==> src/rtl/music_pkg.sv <==
// rtl/music_pkg.sv - shared state encoding and score entry layout for the music sequencer
package music_pkg;

    typedef enum logic [2:0] {
        ST_IDLE,
        ST_FETCH,
        ST_LOAD,
        ST_PLAY,
        ST_PAUSED,
        ST_DONE
    } state_t;

    // Score entry: [7:3] note code, [2:0] duration minus one, in beats
    localparam logic [4:0] END_CODE = 5'd31;
    localparam int NOTE_MSB = 7;
    localparam int NOTE_LSB = 3;
    localparam int DUR_MSB  = 2;
    localparam int DUR_LSB  = 0;

endpackage

==> src/rtl/beat_tick.sv <==
// rtl/beat_tick.sv - beat divider, counts CLK_HZ/BEAT_HZ enabled cycles per tick
module beat_tick #(
    parameter int CLK_HZ  = 50000000,
    parameter int BEAT_HZ = 8
) (
    input  logic iclk,
    input  logic irst_n,
    input  logic en,
    input  logic clr,
    output logic tick
);

    localparam int DIV = CLK_HZ / BEAT_HZ;
    localparam int W   = (DIV > 1) ? $clog2(DIV) : 1;
    localparam logic [W-1:0] LAST = W'(DIV - 1);

    logic [W-1:0] cnt;

    assign tick = en && !clr && (cnt == LAST);

    always_ff @(posedge iclk or negedge irst_n) begin
        if (!irst_n) begin
            cnt <= '0;
        end else if (clr) begin
            cnt <= '0;
        end else if (en) begin
            cnt <= (cnt == LAST) ? '0 : cnt + W'(1);
        end
    end

endmodule

==> src/rtl/music_sequencer.sv <==
// rtl/music_sequencer.sv - score player: walks an external note ROM and drives a tone generator
module music_sequencer
    import music_pkg::*;
#(
    parameter int CLK_HZ  = 50000000,
    parameter int BEAT_HZ = 8,
    parameter int LOOP    = 0
) (
    input  logic       iclk,
    input  logic       irst_n,
    input  logic       start,
    input  logic       stop,
    input  logic       pause,
    output logic [7:0] rom_addr,
    input  logic [7:0] rom_data,
    output logic [4:0] code,
    output logic       mute,
    output logic       busy,
    output logic       done
);

    state_t     state;
    logic [3:0] dur_cnt;
    logic       tick;
    logic       beat_en;
    logic       beat_clr;
    logic [4:0] entry_note;
    logic [3:0] entry_beats;

    assign entry_note  = rom_data[NOTE_MSB:NOTE_LSB];
    assign entry_beats = {1'b0, rom_data[DUR_MSB:DUR_LSB]} + 4'd1;

    // Pause gates the divider directly so a tick landing on a pause cycle is lost
    assign beat_en  = (state == ST_PLAY) && !pause;
    assign beat_clr = stop || (state == ST_LOAD);

    beat_tick #(
        .CLK_HZ  (CLK_HZ),
        .BEAT_HZ (BEAT_HZ)
    ) u_beat_tick (
        .iclk   (iclk),
        .irst_n (irst_n),
        .en     (beat_en),
        .clr    (beat_clr),
        .tick   (tick)
    );

    assign busy = (state == ST_FETCH) || (state == ST_LOAD) ||
                  (state == ST_PLAY)  || (state == ST_PAUSED);
    assign done = (state == ST_DONE);

    always_ff @(posedge iclk or negedge irst_n) begin
        if (!irst_n) begin
            state    <= ST_IDLE;
            rom_addr <= 8'd0;
            code     <= 5'd0;
            mute     <= 1'b1;
            dur_cnt  <= 4'd0;
        end else if (stop) begin
            state    <= ST_IDLE;
            rom_addr <= 8'd0;
            code     <= 5'd0;
            mute     <= 1'b1;
            dur_cnt  <= 4'd0;
        end else begin
            case (state)
                ST_IDLE, ST_DONE: begin
                    if (start) begin
                        rom_addr <= 8'd0;
                        state    <= ST_FETCH;
                    end
                end
                ST_FETCH: begin
                    state <= ST_LOAD;
                end
                ST_LOAD: begin
                    if (entry_note == END_CODE) begin
                        if (LOOP != 0) begin
                            rom_addr <= 8'd0;
                            state    <= ST_FETCH;
                        end else begin
                            code  <= 5'd0;
                            mute  <= 1'b1;
                            state <= ST_DONE;
                        end
                    end else begin
                        code    <= entry_note;
                        dur_cnt <= entry_beats;
                        mute    <= 1'b0;
                        state   <= ST_PLAY;
                    end
                end
                ST_PLAY: begin
                    if (pause) begin
                        mute  <= 1'b1;
                        state <= ST_PAUSED;
                    end else if (tick) begin
                        dur_cnt <= dur_cnt - 4'd1;
                        // code and mute are left alone so the note boundary is glitch-free
                        if (dur_cnt == 4'd1) begin
                            rom_addr <= rom_addr + 8'd1;
                            state    <= ST_FETCH;
                        end
                    end
                end
                ST_PAUSED: begin
                    if (!pause) begin
                        mute  <= 1'b0;
                        state <= ST_PLAY;
                    end
                end
                default: begin
                    state <= ST_IDLE;
                end
            endcase
        end
    end

endmodule

==> config.mk <==
export PLATFORM = sky130hd
export DESIGN_NAME = music_sequencer
export DESIGN_NICKNAME = d
export VERILOG_FILES = /design/src/rtl/music_pkg.sv /design/src/rtl/beat_tick.sv /design/src/rtl/music_sequencer.sv
export SDC_FILE = /design/constraint.sdc
export NUM_CORES = 1
export LEC_CHECK = 0
export ABC_AREA = 1
export CORE_MARGIN = 8
export CORE_UTILIZATION = 57
export DETAILED_ROUTE_END_ITERATION = 8
export PLACE_DENSITY = 0.78
export SETUP_SLACK_MARGIN = 0.4
export SYNTH_ARGS = -nofsm -noshare
export SYNTH_HDL_FRONTEND = slang
export SYNTH_SLANG_ARGS = --single-unit
==> constraint.sdc <==
create_clock -name iclk -period 1.7 [get_ports iclk]
set_input_delay 0.34 -clock iclk [delete_from_list [all_inputs] [get_ports iclk]]
set_output_delay 0.34 -clock iclk [all_outputs]
set_load 0.01 [all_outputs]
==> results.cfg <==
[status]
status = finished with violations
failed_checks = hold timing

[sta]
hold_violations = 1
fin_crit_sh = 0.9910
skew_ps = 12.25
slew_headroom = 0.6948
setup_viol = 0
fin_setup_tns_ps = 0
slew_viol_final = 0
period_needed_ps = 1685
hold_slack_ps = -1.854
fmax_mhz = 593.6
rsz0062_at_grt = true
worst-slew-pin-transition_ps = 456.1

[power_and_ir_drop]
p_per_area_nw_per_um2 = 851.4
total_power_mw = 3.909
clock_power_share = 0.210
switching_share = 0.3938
p_seq_frac = 0.325
p_leak_nw = 2.095
power_switching_mw = 1.539
ir_worst_vdd_mv = 0.7070
intPower_mw = 2.369
pwr-share-comb = 0.465

[global_routing]
grt_pass1_wl_um = 15280
antenna_found_initial = 0
grt_max_degree = 45
grt_usage = 0.2516
grt_pass1_vias = 3323
gr-total-overflow = 0

[critical_path]
r2r_slack_ps = 20
r2r_start = u_beat_tick.cnt[0]
cp-startpoint = u_beat_tick.cnt[0]
worstPathRequired_ps = 1900
endpoint = rom_addr[0]
cp_max_fo = 8
crit_arrival_ps = 1880
reg2reg_depth = 10
r2r-end = rom_addr[0]
end_kind = register
worstSetupPathType = register to register
cp-start-kind = register

[die]
fp.dieH_um = 87.93
initial_utilization = 0.5849
io_pins = 29
dieArea_sq_um = 7732
rows = 26
die_x_um = 87.93
coreArea_sq_um = 5042

[routing]
wl_um = 13260
vias = 3842
drt_first_pass_iters = 6
via_per_inst = 6.501
wl_per_cell_um = 22.43
drc_errors = 0
first_iter_violations = 460
ant_nets = 0

[logic_synthesis]
synth-compound-area-share = 0.09419
ys_ff_latch = 44
syn_area_sq_um = 2949
netlist_instances = 410
synthSimpleGateAreaFrac = 0.4031
avgSynthCellArea_sq_um = 7.193
synth-seq-area-share = 0.3738
synth_top_family_by_area = simple AND/OR/NAND/NOR gates
yosysWarnings = 0
ys_types = 38
yosys.area_share.xor_xnor = 0.02970
muxShareOfSynthArea = 0
synthAdderAreaFrac = 0.02121
mappedNetlistNets = 428

[placement]
dp_cells = 530
routabilityCongestion = 0.9161
portBuffers = 28
dpl.hpwl_um = 5570

[clocking]
cts_hold_buf = 0
numCtsBuffers = 5
clock_latency_ps = 310
cts-root-buf = clkbuf_8
cts_tree = done
cts.path.max_buffers = 2
cts_max_level = 2
path_clk_slew_ps = 90
cts_num_sinks = 44

[layout]
area_delta_synth_final_pct = 55.66
drive_above_1_share = 0.4203
n_antenna_cell = 0
instances_no_fill = 591
nNetsFinal = 538

[flow_run]
maxCapViolations = 0

[worst_hold_path]
worst_hold_path_type = input pin to async pin
-- metrics by stage --
step	instance area [sq um]	setup WS (ps)	utilization
floorplan	3007	264.2	-
global placement	3543	-108.2	0.7027
detailed placement	3543	-153.3	0.7027
CTS	4264	158.2	0.8457
global route	4591	-55.48	0.9104
finish	4591	15.38	0.9104
-- registers in the layout, summed over array words and instances (netlist names) --
signal / cells
code: 5
dur_cnt: 4
mute: 1
rom_addr: 8
state: 3
u_beat_tick.cnt: 23
-- timing repair --
action,in CTS,in global routing
pin swaps,18,19
cloned,3,1
buffers inserted,32,17
gates resized for setup,142,50
setup endpoints to repair,60,52
-- cell usage after synthesis --
| cell | number | area, sq um |
|---|---|---|
| a211oi_1 | 1 | 7.510 |
| nor2_2 | 5 | 31.28 |
| nand2_2 | 4 | 25.02 |
| nand2_4 | 5 | 56.30 |
| ha_1 | 5 | 62.56 |
| buf_6 | 2 | 22.52 |
| nand2_1 | 125 | 469.2 |
| o21ai_1 | 11 | 55.05 |
| o21ai_0 | 12 | 60.06 |
| a21o_1 | 1 | 7.510 |
| inv_1 | 39 | 146.4 |
| o22ai_1 | 4 | 25.02 |
| buf_2 | 4 | 20.02 |
| a32o_1 | 5 | 50.05 |
| nor3b_1 | 1 | 7.510 |
| nand3_2 | 3 | 30.03 |
| nor2_1 | 44 | 165.2 |
| nand3_1 | 40 | 200.2 |
| nor2_8 | 2 | 40.04 |
| nor3_1 | 3 | 15.01 |
| buf_4 | 1 | 7.510 |
| clkinv_2 | 1 | 5.000 |
| a22oi_2 | 1 | 12.51 |
| o21bai_1 | 2 | 15.01 |
| inv_2 | 6 | 22.52 |
| dfrtp_1 | 43 | 1076 |
| nand4_1 | 15 | 93.84 |
| a21oi_1 | 4 | 20.02 |
| dfstp_2 | 1 | 26.28 |
| o2bb2ai_1 | 1 | 8.760 |
| nor3_2 | 1 | 10.01 |
| xnor2_1 | 2 | 17.52 |
| a22oi_1 | 1 | 7.510 |
| a31o_2 | 1 | 8.760 |
| nor2_4 | 2 | 22.52 |
| inv_4 | 1 | 6.260 |
| nand3b_1 | 3 | 22.52 |
| xor2_1 | 8 | 70.07 |
-- worst min-delay path by stage --
stage                      start                  end  slack [ps]  cells after the start
after detailed placement  irst_n  u_beat_tick.cnt[17]         340                      2
final                     irst_n   u_beat_tick.cnt[5]          -2                      2
after global placement    irst_n  u_beat_tick.cnt[21]         330                      2
after global routing      irst_n   u_beat_tick.cnt[5]          10                      2
after floorplan           irst_n              code[0]          40                      0
after CTS                 irst_n  u_beat_tick.cnt[21]          10                      2
-- per-layer routing --
| layer | global-route usage | share of wire | vias up |
|---|---|---|---|
| li1 | - | - | 1558 |
| met1 | 0.2682 | 0.32 | 1739 |
| met2 | 0.4549 | 0.48 | 386 |
| met3 | 0.04597 | 0.10 | 159 |
| met4 | 0.1406 | 0.095 | 0 |
| met5 | 0 | 0 | - |
-- area by class of cell --
cell class	instances	area (sq um)
flip-flops and latches	44	1112
repair inverters	1	8.758
fillers	193	451.7
inverters	47	203.9
clock inverters	2	35.03
repair buffers	107	954.7
multi-input cells	314	2116
clock buffers	6	72.57
well taps	70	87.58
-- power groups by stage --
stage	combinational [mW]	sequential (mW)	clock, mW
floorplan	0.713	1.26	0
global placement	1.12	1.26	0
detailed placement	1.14	1.26	0
CTS	1.41	1.24	0.812
global route	1.89	1.28	0.856
finish	1.82	1.27	0.821
-- worst max-delay path: stages (launching register included) --
cell and delay, ps:
dfrtp_1 420, ha_4 200, nand2_4 80, nor2_4 140, nand3_2 120, nor2_4 170
nand3_4 120, nand2_8 110, nand2_8 70, nand2_1 80, nand2_1 60
-- layout by cell type, fill, tap and decap left out, types with 2 or more instances in the layout --
cell type / n
o21ai_2: 3
nor3_1: 2
nand3_4: 7
xor2_2: 3
nor2_1: 23
nand2_1: 108
nand2_4: 9
nand2_8: 3
buf_4: 58
nor2_2: 14
buf_12: 4
a32o_1: 5
nor2_8: 2
clkdlybuf4s50_1: 10
nand2_2: 15
buf_6: 20
buf_2: 3
inv_4: 2
xor2_1: 5
inv_1: 35
a21oi_1: 4
o21ai_1: 14
nand4_1: 15
inv_6: 2
xnor2_1: 2
o22ai_2: 4
clkbuf_2: 4
clkbuf_8: 5
ha_1: 4
nand3_1: 18
clkdlybuf4s15_1: 7
o21ai_0: 5
nand3_2: 18
dfrtp_1: 35
inv_2: 7
nor2_4: 15
dfrtp_2: 8
nand3b_1: 3
-- cell families after synthesis --
kind of cell / count (synthesis)
AO/OA/AOI/OAI: 44
XOR/XNOR: 10
adder cells (fa/ha/maj): 5
buffers and inverters: 54
flip-flops: 44
AND/OR/NAND/NOR: 253
Power figures use the tool's default switching activity.
